**src/rtl/irda_parity_transmitter.sv**
```systemverilog
// irda_parity_transmitter
//
// Transmit end of the 11-bit parity-framed IrDA link. A 7-bit word is
// accepted over a Send/Ready handshake. It is wrapped as
// {stop1, stop0, parity, data[6:0], start} and shifted out LSB first,
// one bit every CLKS_PER_BIT clocks. Each 0 bit is sent as a PULSE_CLKS-wide
// pulse at the start of its bit period. Each 1 bit is sent as no pulse, so
// the idle line (TxOut=0) is a continuous mark.
//
// Optional build macro: IRDA_TX_PARITY_INJECT_EN
//   When it is defined, the InjectParityError input is added. It is sampled
//   at accept together with InData, and it inverts the parity bit of that
//   one frame.
//
// Ports:
//   Clock             in   system clock, rising edge
//   Reset             in   asynchronous active-high reset
//   InData[6:0]       in   payload word, registered at accept
//   Send              in   valid: request to transmit InData
//   InjectParityError in   (macro builds only) corrupt parity of this frame
//   Ready             out  high while idle and able to accept
//   TxOut             out  registered IrDA-encoded serial output, 1 = LED pulse
//   Done              out  one-cycle strobe in the cycle after the last bit
module irda_parity_transmitter #(
  parameter int CLKS_PER_BIT = 16,
  parameter int PULSE_CLKS   = 3
) (
  input  logic       Clock,
  input  logic       Reset,
  input  logic [6:0] InData,
  input  logic       Send,
`ifdef IRDA_TX_PARITY_INJECT_EN
  input  logic       InjectParityError,
`endif
  output logic       Ready,
  output logic       TxOut,
  output logic       Done
);

  localparam int CYC_W = (CLKS_PER_BIT > 1) ? $clog2(CLKS_PER_BIT) : 1;

  localparam logic [CYC_W-1:0] LAST_CYC  = CYC_W'(CLKS_PER_BIT - 1);
  localparam logic [CYC_W-1:0] PULSE_END = CYC_W'(PULSE_CLKS);
  localparam logic [CYC_W-1:0] CYC_ONE   = CYC_W'(1);
  localparam logic [3:0]       LAST_BIT  = 4'd10;

  localparam logic [0:0] IDLE = 1'b0;
  localparam logic [0:0] SEND = 1'b1;

  logic [0:0]       state_q, state_d;
  logic [10:0]      frame_q, frame_d;
  logic [3:0]       bit_q, bit_d;
  logic [CYC_W-1:0] cyc_q, cyc_d;
  logic             tx_q, tx_d;
  logic             done_q, done_d;
  logic             inject;
  logic             accept;

`ifdef IRDA_TX_PARITY_INJECT_EN
  assign inject = InjectParityError;
`else
  assign inject = 1'b0;
`endif

  assign accept = Send && (state_q == IDLE);

  // Next-state logic. The bit and cycle counters always give the position of
  // the *next* cycle inside the frame. This lets tx_d look up the bit that
  // will be on the line next cycle, so TxOut can come straight from a flop.
  // It also means the start pulse appears in the first cycle after accept.
  always_comb begin
    state_d = state_q;
    frame_d = frame_q;
    bit_d   = bit_q;
    cyc_d   = cyc_q;
    done_d  = 1'b0;

    case (state_q)
      IDLE: begin
        if (accept) begin
          state_d = SEND;
          // Even parity over data plus parity bit; inject flips it for test.
          frame_d = {2'b11, (^InData) ^ inject, InData, 1'b0};
          bit_d   = 4'd0;
          cyc_d   = '0;
        end
      end
      SEND: begin
        if (cyc_q == LAST_CYC) begin
          cyc_d = '0;
          if (bit_q == LAST_BIT) begin
            state_d = IDLE;
            bit_d   = 4'd0;
            done_d  = 1'b1;
          end else begin
            bit_d = bit_q + 4'd1;
          end
        end else begin
          cyc_d = cyc_q + CYC_ONE;
        end
      end
      default: begin
        state_d = IDLE;
      end
    endcase

    // A 0 bit is encoded as a pulse during the first PULSE_CLKS clocks.
    tx_d = (state_d == SEND) && !frame_d[bit_d] && (cyc_d < PULSE_END);
  end

  // State registers. Reset aborts any frame in flight and forces the line
  // to mark at once.
  always_ff @(posedge Clock or posedge Reset) begin
    if (Reset) begin
      state_q <= IDLE;
      frame_q <= '0;
      bit_q   <= '0;
      cyc_q   <= '0;
      tx_q    <= 1'b0;
      done_q  <= 1'b0;
    end else begin
      state_q <= state_d;
      frame_q <= frame_d;
      bit_q   <= bit_d;
      cyc_q   <= cyc_d;
      tx_q    <= tx_d;
      done_q  <= done_d;
    end
  end

  assign Ready = (state_q == IDLE);
  assign TxOut = tx_q;
  assign Done  = done_q;

endmodule

```
**config.mk**
```make
export PLATFORM = sky130hd
export DESIGN_NAME = irda_parity_transmitter
export DESIGN_NICKNAME = d
export VERILOG_FILES = /design/src/rtl/irda_parity_transmitter.sv
export SDC_FILE = /design/constraint.sdc
export NUM_CORES = 1
export LEC_CHECK = 0
export CORE_MARGIN = 10
export CORE_UTILIZATION = 56
export CTS_CLUSTER_DIAMETER = 80
export DETAILED_ROUTE_END_ITERATION = 8
export GPL_TIMING_DRIVEN = 0
export PLACE_DENSITY = 0.78
export SLEW_MARGIN = 20
export SYNTH_ARGS = -nofsm -noshare
export SYNTH_HDL_FRONTEND = slang
export SYNTH_SLANG_ARGS = --single-unit
```
**constraint.sdc**
```tcl
create_clock -name Clock -period 2.3 [get_ports Clock]
set_input_delay 0.575 -clock Clock [delete_from_list [all_inputs] [get_ports Clock]]
set_output_delay 0.575 -clock Clock [all_outputs]
set_load 0.02 [all_outputs]
```
==> results.tsv <==
metric	value	unit
status	completed	
RSZ-0062 raised after global routing	false	
DIE WIDTH	68.97	um
CTS sink count	22	
# rows	17	
yosys warns	0	
post-route cell area	0.001630	mm2
Mean Syn Cell Area	9.259	um2
Clk pwr share	15.6	%
final critical-path required period	2.194	ns
Ports	13	
vias in the first global route	1127	
sequential element share of the synthesized area	41.01	%
antenna violations before repair	0	
root buf cell	clkbuf_4	
GRT met3 Usage	2.738	%
Nets	178	
wire per inst	16.26	um
part of the power in registers	35.1	%
worst-margin pin slew	0.8492	ns
Cells after DPL	185	
CTS tree	yes	
# fillers	182	
Syn Std Cell Area	0.001343	mm2
delay-heaviest family, CP	compound AO/OA/AOI/OAI gates	
ys async rst share	100.0	%
H-tree levels	1	
total routed wirelength	3121	um
pin count of the biggest net entering global routing	23	
Crit-path slowest cell	dfrtp_1	
syn nets	158	
1st-pass router iterations	4	
Worst Setup End Kind	flip-flop	
Clock Latency Late Sink	0.32	ns
Period Utilization, post-route	95.37	%
Slew Viols, Final	0	
met1 Resource Use GR	17.51	%
Synth cell types	45	
peak supply drop	1.060	mV
ANT cells	0	
I/O Buffers	12	
Tot GR Track Use	14.15	%
post-route non-filler standard cell count	192	
core area	0.002255	mm2
pwr/cell area	1206	mW/mm2
Antenna Nets Post-Route	0	
startpoint types	flip-flop	
number of synthesized register bits	22	
switching power	0.7793	mW
gr ovfl total	0	
Pleak	0.7440	nW
DP Area	0.001498	mm2
Post-synth EDFFs	0	
Max Cap Violations	0	
worst-path maximum fanout	10	
Int Power	1.187	mW
final hold slack	0.4904	ns
Final Hold Viols	0	
number of buffers and inverters on the critical path	2	
Initial Utilization	59.54	%
M2 GR Usage	23.74	%
Hold WC Path Type	reg2reg	
Crit Path Category	reg2reg	
global-route wire length before repair	5195	um
Relative slew margins	43.32	%
worst clock skew	0.005425	ns
busiest grt layer	met2	
clk buf depth	2	
cell count after synthesis	145	
max incr delay on CP	0.43	ns
Required @ worst endpoint	2.51	ns
pre-CTS setup slack	-0.2426	ns
synth-to-layout area growth	21.43	%
Final WS setup	0.1064	ns
residual DRC count	0	
die height	68.97	um
routability cong.	0.8319	
fmax	455.9	MHz
Final Core Density	72.31	%
clock-pin slew on the worst setup and hold paths	0.13	ns
routed via count	1137	
final setup vio count	0	
Via density	5.922	
CP Cell Sequence	ha_2 > and4_1 > buf_6 > and3_2 > a31oi_4 > inv_2 > a211o_2 > o22ai_2 > nor4b_4	
Synth Flop Type	dfrtp_1	
share of post-route cells with drive strength above 1	21.95	%
Die ar.	0.004756	mm2
CTS buffer count	3	
Sw Ratio	39.63	%
initial DRC count	112	
HPWL after detailed placement	2305	um
WP data arrival	2.41	ns
Logic pwr share	49.3	%
==> power by group through the flow <==
stage	sequential, mW	combinational [mW]	clock [mW]
global route	0.714	1.07	0.328
CTS	0.680	0.806	0.312
finish	0.690	0.970	0.307
floorplan	0.661	0.626	0
global placement	0.678	0.765	0
detailed placement	0.689	0.799	0
==> logic make-up after synthesis <==
kind of cell	after synthesis	share of synthesized area [%]
adder cells (fa/ha/maj)	3	2.796
AND/OR/NAND/NOR	65	24.88
XOR/XNOR	6	3.914
multiplexers	5	4.194
AO/OA/AOI/OAI	31	18.08
buffers and inverters	13	5.125
flip-flops	22	41.01
==> routing by layer <==
metal | up-vias | wire [um]
met5 | - | 0
met4 | 0 | 29
met3 | 2 | 158
met2 | 33 | 1573
met1 | 551 | 1358
li1 | 551 | -
==> Yosys cell counts (all sizes together) (3+ instances only) <==
master	count	area (um2)
mux2i	3	30.03
xnor2	6	52.55
o21ai	6	37.54
nand3	4	20.02
ha	3	37.54
inv	6	22.52
o211ai	3	22.52
buf	7	46.29
a31oi	4	40.04
nor2	4	15.01
nand2	35	138.9
nand2b	4	25.02
a21oi	7	38.79
dfrtp	22	550.5
nand4	5	31.28
==> cell usage in the layout, fill, tap and decap left out, drive strengths merged, types with 2 or more instances in the layout <==
| master | Yosys | final |
|---|---|---|
| mux2 | 2 | 2 |
| nor2 | 4 | 4 |
| a31oi | 4 | 4 |
| o21ai | 6 | 6 |
| nand2b | 4 | 4 |
| nand3 | 4 | 4 |
| nand2 | 35 | 35 |
| mux2i | 3 | 3 |
| and3 | 2 | 2 |
| o31ai | 2 | 2 |
| a211oi | 2 | 2 |
| xnor2 | 6 | 6 |
| o211ai | 3 | 3 |
| nand4 | 5 | 5 |
| a21oi | 7 | 7 |
| clkbuf | 0 | 4 |
| buf | 7 | 9 |
| nor3 | 2 | 2 |
| ha | 3 | 3 |
| dfrtp | 22 | 22 |
| nor2b | 2 | 2 |
| inv | 6 | 6 |
| clkdlybuf4s50 | 0 | 12 |
==> what timing repair did <==
action	4_1_cts	5_1_grt
hold buffers	0	0
setup buffers	0	3
endpoints found under the setup margin	0	1
gates resized for setup	0	11
==> metrics by stage <==
stage | power (mW) | setup TNS (ns)
floorplan | 1.287 | 0
global placement | 1.443 | -0.1860
detailed placement | 1.489 | -0.2426
CTS | 1.799 | 0
global route | 2.115 | 0
finish | 1.967 | 0
==> final cells by class <==
cell class	count	area [um2]	share of cell area (%)
buffer	7	48.80	2.993
clock buffer	3	22.52	1.381
clock inverter	1	30.03	1.842
inverter	6	22.52	1.381
multi-input combinational	110	778.2	47.74
sequential	22	550.5	33.77
tap	28	35.03	2.149
timing repair buffer	15	142.6	8.749
==> sequential cells by signal, summed over array words and instances (netlist names) <==
name / flops
TxOut: 1
Done: 1
cyc_q: 4
state_q: 1
bit_q: 4
frame_q: 11
==> worst paths after layout <==
kind                                   from     endpoint  slack, ns  cells past startpoint
worst max-delay path               cyc_q[0]        TxOut       0.11                      9
worst min-delay path            frame_q[10]  frame_q[10]       0.49                      1
worst max register to register     cyc_q[0]        TxOut       0.11                      9
worst min register to register  frame_q[10]  frame_q[10]       0.49                      1
max in group asynchronous             Reset         Done       1.07                      2
min in group asynchronous             Reset        TxOut       0.70                      2
Power figures use the tool's default switching activity.
